--- src/rtl/bcd_pkg.sv ---
// ============================================================================
// bcd_pkg : shared BCD widths, FSM state encoding and digit helpers
// Rev 1.0 : initial release
// ============================================================================
`default_nettype none

package bcd_pkg;

  localparam int BCD_W = 4;

  typedef enum logic [1:0] {
    IDLE   = 2'd0,
    ADD    = 2'd1,
    RECOMP = 2'd2,
    DONE   = 2'd3
  } state_t;

  function automatic logic [BCD_W-1:0] nines_comp(input logic [BCD_W-1:0] d);
    return 4'd9 - d;
  endfunction

  function automatic logic bcd_valid(input logic [BCD_W-1:0] d);
    return d <= 4'd9;
  endfunction

endpackage

`default_nettype wire

--- src/rtl/bcd_digit_adder.sv ---
// ============================================================================
// bcd_digit_adder : combinational single-digit BCD adder with decimal carry
// Rev 1.0 : initial release
// ============================================================================
`default_nettype none

module bcd_digit_adder
  import bcd_pkg::*;
(
  input  logic [BCD_W-1:0] a,
  input  logic [BCD_W-1:0] b,
  input  logic             cin,
  output logic [BCD_W-1:0] sum,
  output logic             cout
);

  // Worst case 9 + 9 + 1 = 19 needs five bits.
  logic [BCD_W:0] raw;
  logic [BCD_W:0] adj;

  assign raw  = {1'b0, a} + {1'b0, b} + {{BCD_W{1'b0}}, cin};
  assign cout = (raw > 5'd9);
  assign adj  = cout ? (raw - 5'd10) : raw;
  assign sum  = adj[BCD_W-1:0];

endmodule

`default_nettype wire

--- src/rtl/bcd_serial_subtractor.sv ---
// ============================================================================
// bcd_serial_subtractor : digit-serial signed BCD A - B, sign-magnitude result
// Rev 1.0 : initial release
// ============================================================================
`default_nettype none

module bcd_serial_subtractor
  import bcd_pkg::*;
#(
  parameter int DIGITS = 4
) (
  input  logic                  clk,
  input  logic                  rst_n,
  input  logic                  start,
  input  logic [4*DIGITS-1:0]   A,
  input  logic [4*DIGITS-1:0]   B,
  output logic                  busy,
  output logic                  done,
  output logic [4*DIGITS-1:0]   Result,
  output logic                  Sign,
  output logic                  Err
);

  localparam int W     = BCD_W * DIGITS;
  localparam int IDX_W = $clog2(DIGITS + 1);

  state_t             state;
  state_t             state_nxt;
  logic [W-1:0]       a_sr;
  logic [W-1:0]       b_sr;
  logic [W-1:0]       w_sr;
  logic [IDX_W-1:0]   idx;
  logic               carry;
  logic               neg;
  logic               err_flag;

  logic               in_err;
  logic               last;
  logic [BCD_W-1:0]   op_a;
  logic [BCD_W-1:0]   op_b;
  logic [BCD_W-1:0]   add_sum;
  logic               add_cout;
  logic [W-1:0]       w_shifted;

  always_comb begin
    in_err = 1'b0;
    for (int k = 0; k < DIGITS; k++) begin
      if (!bcd_valid(A[k*BCD_W +: BCD_W]) || !bcd_valid(B[k*BCD_W +: BCD_W]))
        in_err = 1'b1;
    end
  end

  assign last = (idx == IDX_W'(DIGITS - 1));
  assign busy = (state != IDLE);

  // One adder serves both passes: ADD takes A + (9 - B), RECOMP takes (9 - W) + 0.
  always_comb begin
    op_a = a_sr[BCD_W-1:0];
    op_b = nines_comp(b_sr[BCD_W-1:0]);
    if (state == RECOMP) begin
      op_a = nines_comp(w_sr[BCD_W-1:0]);
      op_b = '0;
    end
  end

  bcd_digit_adder u_adder (
    .a    (op_a),
    .b    (op_b),
    .cin  (carry),
    .sum  (add_sum),
    .cout (add_cout)
  );

  // New digit enters at the top so digit 0 ends up at the bottom after DIGITS shifts.
  assign w_shifted = W'({add_sum, w_sr} >> BCD_W);

  always_ff @(posedge clk or negedge rst_n) begin
    if (!rst_n) state <= IDLE;
    else        state <= state_nxt;
  end

  always_comb begin
    state_nxt = state;
    unique case (state)
      IDLE:    if (start) state_nxt = in_err ? DONE : ADD;
      ADD:     if (last)  state_nxt = add_cout ? DONE : RECOMP;
      RECOMP:  if (last)  state_nxt = DONE;
      DONE:    state_nxt = IDLE;
      default: state_nxt = IDLE;
    endcase
  end

  always_ff @(posedge clk or negedge rst_n) begin
    if (!rst_n) begin
      a_sr     <= '0;
      b_sr     <= '0;
      w_sr     <= '0;
      idx      <= '0;
      carry    <= 1'b0;
      neg      <= 1'b0;
      err_flag <= 1'b0;
      done     <= 1'b0;
      Result   <= '0;
      Sign     <= 1'b0;
      Err      <= 1'b0;
    end else begin
      done <= 1'b0;
      case (state)
        IDLE: begin
          if (start) begin
            a_sr     <= A;
            b_sr     <= B;
            w_sr     <= '0;
            idx      <= '0;
            carry    <= 1'b1;
            neg      <= 1'b0;
            err_flag <= in_err;
          end
        end
        ADD: begin
          w_sr <= w_shifted;
          a_sr <= a_sr >> BCD_W;
          b_sr <= b_sr >> BCD_W;
          if (last) begin
            idx   <= '0;
            carry <= 1'b1;
            neg   <= ~add_cout;
          end else begin
            idx   <= idx + IDX_W'(1);
            carry <= add_cout;
          end
        end
        RECOMP: begin
          w_sr <= w_shifted;
          if (last) begin
            idx   <= '0;
            carry <= 1'b1;
          end else begin
            idx   <= idx + IDX_W'(1);
            carry <= add_cout;
          end
        end
        DONE: begin
          Result <= err_flag ? '0 : w_sr;
          Sign   <= err_flag ? 1'b0 : neg;
          Err    <= err_flag;
          done   <= 1'b1;
        end
        default: ;
      endcase
    end
  end

endmodule

`default_nettype wire
--- config.mk ---
export PLATFORM = sky130hd
export DESIGN_NAME = bcd_serial_subtractor
export DESIGN_NICKNAME = d
export VERILOG_FILES = /design/src/rtl/bcd_pkg.sv /design/src/rtl/bcd_digit_adder.sv /design/src/rtl/bcd_serial_subtractor.sv
export SDC_FILE = /design/constraint.sdc
export NUM_CORES = 1
export LEC_CHECK = 0
export CORE_MARGIN = 10
export CORE_UTILIZATION = 31
export DETAILED_ROUTE_END_ITERATION = 10
export PLACE_DENSITY_LB_ADDON = 0.3
export SLEW_MARGIN = 20
export SYNTH_ARGS = -nofsm -noshare
export SYNTH_HDL_FRONTEND = slang
export SYNTH_HIERARCHICAL = 1
export SYNTH_SLANG_ARGS = --single-unit
--- constraint.sdc ---
create_clock -name clk -period 3.45 [get_ports clk]
set_clock_uncertainty 0.2 [all_clocks]
set_input_delay 0.5175 -clock clk [delete_from_list [all_inputs] [get_ports clk]]
set_output_delay 0.5175 -clock clk [all_outputs]
set_load 0.005 [all_outputs]
After elaboration in Yosys (flattened, before gate mapping)
Index checks and enable logic that the tools add are counted.

Register bits after elaboration: 75. Input port bits: 35.

$add $sub $neg: 6. Magnitude comparators: 9. Eq/ne operators: 7. Muxes and demuxes: 31. Bitwise logic cells: 1. Reductions and logical operators: 22.

Operators by type and width (count): $pmux 16 s2 (3); $mux 16 (4); $le 4x4->1 const B (8); $mux 4 (3); $mux 1 (11); $logic_not 1->1 (8); $mux 2 (4); $pmux 2 s4 (1); $sub 4x4->4 const A (2); $mux 3 (2); $ne 2x2->1 const B (3); $pmux 3 s2 (1); $reduce_and 2->1 (3); $reduce_and 3->1 (2); $reduce_bool 2->1 (3); $add 4x4->5 (1); $add 5x1->5 (1); $gt 5x4->1 const B (1); $eq 2x2->1 const B (2); $logic_or 1x1->1 (4); $pmux 1 s2 (2); $sub 4x4->4 const B (1); $add 3x1->3 const B (1); $eq 3x2->1 const B (1); 4 further kinds (4).

Longest topological paths before layout
Gate-level depths: netlist of the first run.

Depth in word-level cells: 10. Depth in mapped cells: 14. Gate-level depth less buffers: 13.

Hierarchy
The synthesis of the first run kept the hierarchy.

Modules (own cells, without submodules): bcd_serial_subtractor (times used 1, cells an instance 325, area an instance 3693.5 um^2); bcd_digit_adder (times used 1, cells an instance 22, area an instance 211.5 um^2).

Worst setup path after synthesis of the first run
OpenSTA, ideal clock, no wires.

Path kind: register to register. From: reg state[0]. To: reg neg. Setup time: 132 ps. Data arrival time: 3210 ps. Setup slack: -93 ps. Stages on the path, launching flop included: 15. Clock period less this slack: 3543 ps. Cell sequence: dfrtp_1 inv_1 ha_1 buf_6 mux2i_1 fa_1 fa_1 xnor2_1 ha_1 a31o_1 o31ai_4 nor3b_1 a22o_1 a32oi_1 o21ai_1.

Cells in the longest elaborated chain, start to end: 8.

RTL lines: start, declared (RTL line bcd_serial_subtractor.sv:27) `state_t state;`; start signal, assigned (RTL line bcd_serial_subtractor.sv:79) `else state <= state_nxt;`; $eq 2x2->1 (RTL line bcd_serial_subtractor.sv:60) `if (state == RECOMP) begin`; $mux 4 (RTL line bcd_serial_subtractor.sv:60); net op_a[0] (RTL line bcd_serial_subtractor.sv:39) `logic [BCD_W-1:0] op_a;`; $add 4x4->5 (RTL line bcd_digit_adder.sv:21) `assign raw = {1'b0, a} + {1'b0, b} + {{BCD_W{1'b0}}, cin};`; $add 5x1->5 (RTL line bcd_digit_adder.sv:21); $gt 5x4->1 (RTL line bcd_digit_adder.sv:22) `assign cout = (raw > 5'd9);`; net add_cout (RTL line bcd_serial_subtractor.sv:42) `logic add_cout;`; $not 1->1 (RTL line bcd_serial_subtractor.sv:127) `neg <= ~add_cout;`; $mux 1 (RTL line bcd_serial_subtractor.sv:124) `if (last) begin`; $pmux 1 s2 (RTL line bcd_serial_subtractor.sv:108) `case (state)`; end signal, assigned (RTL line bcd_serial_subtractor.sv:127); end, declared (RTL line bcd_serial_subtractor.sv:34) `logic neg;`.

The timed path passes the listed nets, and every way through them passes these cells. The select of a mux whose other input is x is not followed. A chain may end at the register's enable or synchronous reset.

Worst setup path after layout of the first run
From: reg state[1]. To: reg neg.

The elaborated chain is that of the path after synthesis.

==> results.toml, run 1 <==
[timing]
setup_viol = 0
finalSetupTns_ns = 0
hold_violations = 0
fin_crit_sh = 0.926
fmax_mhz = 313
min_period_ns = 3.20
slew_viol_final = 0
rsz0062_at_grt = "no"
hold_ws_ns = 0.137
relSlewSlack = 0.364
tightest_slew_ns = 0.954

[worst_setup_path]
start_kind = "flop"
crit_fanout = 5
path_class = "reg2reg"
crit_end = "neg"
worstPathRequired_ns = 3.47
endpoint_kind = "flop"
r2r-start = "state[1]"
r2r_end = "neg"
r2r_cells = 12
r2r_slack_ns = 0.25
cpMostUsedCell = "fa_2"
slowest_stage = "fa_2"
cp_cell_sequence = "ha_4, mux2i_1, fa_2, fa_2, inv_1, ha_1, a31o_1, o31ai_4, nor3b_1, a22o_1, a32oi_1, o21ai_1"
cp_slowest_stage_delay_ns = 0.54
cp-startpoint = "state[1]"
crit_arrival_ns = 3.22

[synth]
ys_seq_elements = 75
synth_edf_count = 0
syn_area_sq_um = 3900
synthCells = 347
synth_fp_nets = 396
yosysTopAreaCellShare = 0.481
yosysUniqueCellTypes = 47
ys.warnings.count = 6
synth_common_cells = "dfrtp_1, o21ai_0, a22o_1, inv_1, mux2i_1"
synth.area.top_cells = "dfrtp_1, mux2i_1, a22o_1, o21ai_2, o21ai_0"
syn_area_per_cell_sq_um = 11.3
yosysTopAreaCell = "dfrtp_1"
yosysMostFrequentCell = "dfrtp_1"
synth-async-reset-ratio = 1.00
ys.flop_type = "dfrtp_1"
seq_area_frac_synth = 0.481

[final_layout]
multi_input_area_sq_um = 1760
num-fill-cells = 1233
drive_gt1_frac = 0.200
nets = 450
seq_area_sq_um = 1880
syn2layout_area_growth_pct = 24.9
num_antenna_cells = 0

[global_routing]
grt_max_degree = 76
antenna_found_initial = 0
gr-total-overflow = 0
grt_pass1_wl_microns = 14500
grt_util_all_layers = 0.101
grt_pass1_vias = 2827

[clock_network]
cts_root_buf = "clkbuf_16"
cts_tree = "done"
insertion_delay_ns = 0.34
cts_max_level = 3
cts.path.max_buffers = 2
cts_hold_buffers = 0
clkSinkCount = 75
path_clk_slew_ns = 0.06
cts_buffers = 9

[placed_design]
gp_congestion = 0.808
io_buffers = 54
hpwl_microns = 6140

[power_and_ir_drop]
max-vdd-ir-drop_mv = 0.575
power_mw = 5.17
p_leak_nw = 2.06
power_density_nw_per_um2 = 1060

[detailed_routing]
routed_wl_microns = 8420
firstDrtPassIters = 4
ant_nets = 0
drt_iter0_markers = 132
vias_per_cell = 4.61
vias = 2648
drc = 0
wl_per_cell_microns = 14.7

[floorplan]
die_h_microns = 132
num_rows = 40
start_util = 0.321
core_region_area_sq_um = 12200
die_w_microns = 132
num_io_pins = 55
dieArea_sq_um = 17500

[flow_run]
drv_cap = 0

[status]
outcome = "complete, no violations"

[hold_path]
min_path_type = "in2async"
-- logic make-up (layout without fill, tap and decap cells) --
| logic type | count (synthesis) | in the layout | synth area share |
|---|---|---|---|
| flops | 75 | 75 | 0.481 |
| buf+inv | 50 | 109 | 0.0756 |
| simple gates | 68 | 68 | 0.107 |
| fa+ha+maj | 14 | 14 | 0.0487 |
| xor+xnor | 4 | 4 | 0.00897 |
| mux | 32 | 32 | 0.0839 |
| compound gates | 104 | 104 | 0.195 |
-- registers in the layout, summed over array words and instances, names as in the netlist --
signal    count
Result       16
a_sr         16
b_sr         16
w_sr         16
idx           3
state         2
Err           1
Sign          1
carry         1
done          1
err_flag      1
neg           1
-- stage by stage --
| stage | instances | setup WS (ns) | utilization | instance area (sq um) |
|---|---|---|---|---|
| after floorplan | 347 | 0.0354 | - | 3910 |
| after global placement | 558 | 0.147 | 0.374 | 4550 |
| after detailed placement | 558 | 0.0769 | 0.374 | 4550 |
| after CTS | 574 | 0.0312 | 0.400 | 4870 |
| after global routing | 574 | 0.0333 | 0.401 | 4880 |
| final | 574 | 0.254 | 0.401 | 4880 |
-- worst max-delay path, delay by kind of cell, from the launching register on --
kind | cells | cell delay, ns
simple gates | 1 | 0.09
fa+ha+maj | 4 | 1.32
flops | 1 | 0.43
buf+inv | 1 | 0.07
mux | 1 | 0.14
compound gates | 5 | 0.82
-- power breakdown --
part	internal [mW]	total (mW)	switching [mW]	leakage, nW
Combinational	1.29	2.73	1.44	0.944
Sequential	1.22	1.47	0.251	0.968
Clock	0.600	0.974	0.374	0.148
Total	3.11	5.17	2.06	2.06
-- layout by cell type, fill, tap and decap left out, types with 3 or more instances in the layout --
master,n
a21oi_1,6
a22o_1,29
buf_4,10
clkbuf_16,9
clkdlybuf4s50_1,53
dfrtp_1,75
ha_1,10
inv_1,28
mux2_2,3
mux2i_1,28
nand2_1,9
nand2_2,20
nand3b_1,17
nor2_1,7
nor2b_1,3
o21ai_0,32
o21ai_2,20
xnor2_1,4
-- how the worst min path moves through the flow --
stage	start	to	slack (ns)	depth (start not counted)
2_1_floorplan	rst_n	Err	0.02	0
3_3_place_gp	b_sr[9]	b_sr[9]	0.27	2
3_5_place_dp	a_sr[7]	a_sr[7]	0.27	2
4_1_cts	rst_n	Result[6]	0.18	1
5_1_grt	rst_n	Result[6]	0.23	1
6_report	rst_n	Result[3]	0.14	1
-- metal layers --
metal	GRT usage	vias to the layer above	wire length, microns
met2	0.159	56	3850
li1	-	1344	-
met5	0	-	0
met3	0.0385	14	494
met4	0.0403	0	156
met1	0.122	1234	3920
-- repair_timing --
item | CTS | global route
setup endpoints to repair | 0 | 6
setup buffers | 0 | 0
resized for setup | 0 | 3
hold endpoints to repair | 0 | 0
-- cell type report --
type	count	share of cell area
clock inverters	5	0.0121
clock buffers	11	0.0518
multi-input cells	222	0.361
flip-flops and latches	75	0.385
repair buffers	63	0.124
well taps	168	0.0431
inverters	30	0.0231
(Power assumes the default switching activity.)
==> run 2, diff against run 1 <==
ABC_AREA = 1   (was unset)
CORE_UTILIZATION = 49   (was 31)
==> run 2 against run 1 <==
Maximum frequency is 0.30% lower. Count of clock-buffer cells in the layout is 2 lower. Synthesized cell count is 25% higher. Critical endpoint is now w_sr[13]. Sequential power hardly changed. Highest routed layer unchanged. Total power is 4.9% higher. Critical path type unchanged.
==> results.toml, run 2 <==
[timing]
rsz0062_at_grt = "no"
relSlewSlack = 0.559
finalSetupTns_ns = 0
tightest_slew_ns = 0.662
min_period_ns = 3.21
hold_violations = 0
setup_viol = 0
fmax_mhz = 312
fin_crit_sh = 0.929
slew_viol_final = 0

[detailed_routing]
vias = 3050
routed_wl_microns = 8360
vias_per_cell = 5.17
firstDrtPassIters = 4
wl_per_cell_microns = 14.2
ant_nets = 0
drc = 0
drt_iter0_markers = 113

[power_and_ir_drop]
power_density_nw_per_um2 = 1200
power_mw = 5.43
max-vdd-ir-drop_mv = 0.732
p_leak_nw = 2.08

[clock_network]
cts_buffers = 9
cts_max_level = 3
postCtsSetupBuffers = 0
cts.path.max_buffers = 2
clkSinkCount = 75
path_clk_slew_ns = 0.08
insertion_delay_ns = 0.36
cts_tree = "done"
cts_root_buf = "clkbuf_8"

[global_routing]
grt_max_degree = 40
grt_pass1_wl_microns = 14200
antenna_found_initial = 0
grt_pass1_vias = 3056
grt_util_all_layers = 0.153
gr-total-overflow = 0

[worst_setup_path]
cpMostUsedCell = "nand2_1"
worstPathRequired_ns = 3.54
cp_slowest_stage_delay_ns = 0.44
slowest_stage = "fa_2"
endpoint_kind = "flop"
crit_fanout = 7
path_class = "reg2reg"
start_kind = "flop"
crit_arrival_ns = 3.30
cp_cell_sequence = "inv_2, ha_1, inv_1, nand2_1, o21ai_0, fa_2, fa_1, nand2_1, nand2_2, ha_2, a21oi_4, nand2_4, nand2_4, nand2_1, nand2_1, nand3_1, o21ai_1"

[placed_design]
io_buffers = 54
hpwl_microns = 6110
gp_congestion = 0.808

[synth]
yosysTopAreaCellShare = 0.513
synth.area.top_cells = "dfrtp_1, nand2_1, o21ai_0, nand3_1, inv_1"
ys_seq_elements = 75
yosysUniqueCellTypes = 29
synth_fp_nets = 482
ys.flop_type = "dfrtp_1"
yosysTopAreaCell = "dfrtp_1"
synth_edf_count = 0
syn_area_sq_um = 3660
yosysMostFrequentCell = "nand2_1"
synth_common_cells = "nand2_1, dfrtp_1, inv_1, o21ai_0, nor2_1"
synth-async-reset-ratio = 1.00
seq_area_frac_synth = 0.513
ys.warnings.count = 6
syn_area_per_cell_sq_um = 8.45
synthCells = 433

[floorplan]
num_io_pins = 55
dieArea_sq_um = 11300
num_rows = 31
die_w_microns = 106
die_h_microns = 106
start_util = 0.504
core_region_area_sq_um = 7250

[final_layout]
nets = 535
syn2layout_area_growth_pct = 23.6
drive_gt1_frac = 0.0855
final_cell_mix = "nand2_1, dfrtp_1, clkdlybuf4s50_1"
final_common_cell = "nand2_1"
num_antenna_cells = 0

[flow_run]
drv_cap = 0

[status]
outcome = "complete, no violations"

[hold_path]
min_path_type = "reg2reg"
-- run 2: cell count changes in the layout (fill, tap and decap cells not counted), sizes merged, moves of 17 or more --
| cell | delta |
|---|---|
| nand2 | +76 |
| nand3 | +35 |
| nor2 | +31 |
| a22o | -29 |
| mux2i | -29 |
| a31oi | +22 |
| nand3b | -17 |
-- run 2: power breakdown --
| group | leakage (nW) | total [mW] | switching [mW] | internal, mW |
|---|---|---|---|---|
| registers | 0.930 | 1.49 | 0.207 | 1.28 |
| logic | 1.03 | 3.12 | 1.91 | 1.21 |
| clock network | 0.119 | 0.814 | 0.336 | 0.479 |
| total | 2.08 | 5.43 | 2.46 | 2.97 |
-- run 2: repair_timing --
item	CTS	global route
hold buffers	1	0
endpoints found under the hold margin	2	0
resized for setup	0	3
setup endpoints to repair	0	4
-- run 2: critical path: cells and delay by family (launching register included) --
family / cells / cell delay (ns)
adder cells (fa/ha/maj): 4 / 1.23
AND/OR/NAND/NOR: 8 / 0.69
flip-flops: 1 / 0.42
AO/OA/AOI/OAI: 3 / 0.38
buffers and inverters: 2 / 0.22
-- run 2: cell type report --
| type | count | area [sq um] |
|---|---|---|
| sequential | 75 | 1880 |
| timing repair buffer | 62 | 598 |
| inverter | 48 | 180 |
| clock buffer | 9 | 124 |
| multi-input combinational | 290 | 1500 |
| clock inverter | 7 | 116 |
| tap | 99 | 124 |
| fill | 624 | 2730 |
-- run 2: final timing paths --
check / endpoint / startpoint / depth (start not counted) / slack, ns
min in group asynchronous: Result[6] / rst_n / 2 / 0.52
worst min register to register: Result[3] / Result[3] / 2 / 0.29
worst max-delay path: w_sr[13] / state[0] / 17 / 0.24
max in group asynchronous: w_sr[4] / rst_n / 3 / 1.73
worst min-delay path: Result[3] / Result[3] / 2 / 0.29
worst max register to register: w_sr[13] / state[0] / 17 / 0.24
-- run 2: kinds of logic after synthesis --
family          share of synthesized area
simple gates                        0.210
compound gates                      0.140
flops                               0.513
buf+inv                            0.0797
fa+ha+maj                          0.0520
xor+xnor                          0.00479
-- run 2: metrics by stage --
step	instance area [sq um]	cells	setup WS (ns)	utilization	hold slack, ns
after detailed placement	4270	573	0.103	0.588	0.266
final	4520	590	0.244	0.623	0.285
after global placement	4270	573	0.298	0.588	0.264
after floorplan	3660	433	0.323	-	0.0219
after global routing	4520	590	0.0240	0.623	0.308
after CTS	4520	590	0.0880	0.623	0.287
-- run 2: routing by layer --
metal	vias to the layer above	share of wire	global-route usage
li1	1525	-	-
met4	0	0.017	0.0687
met2	56	0.49	0.256
met5	-	0	0
met1	1457	0.45	0.184
met3	12	0.038	0.0338
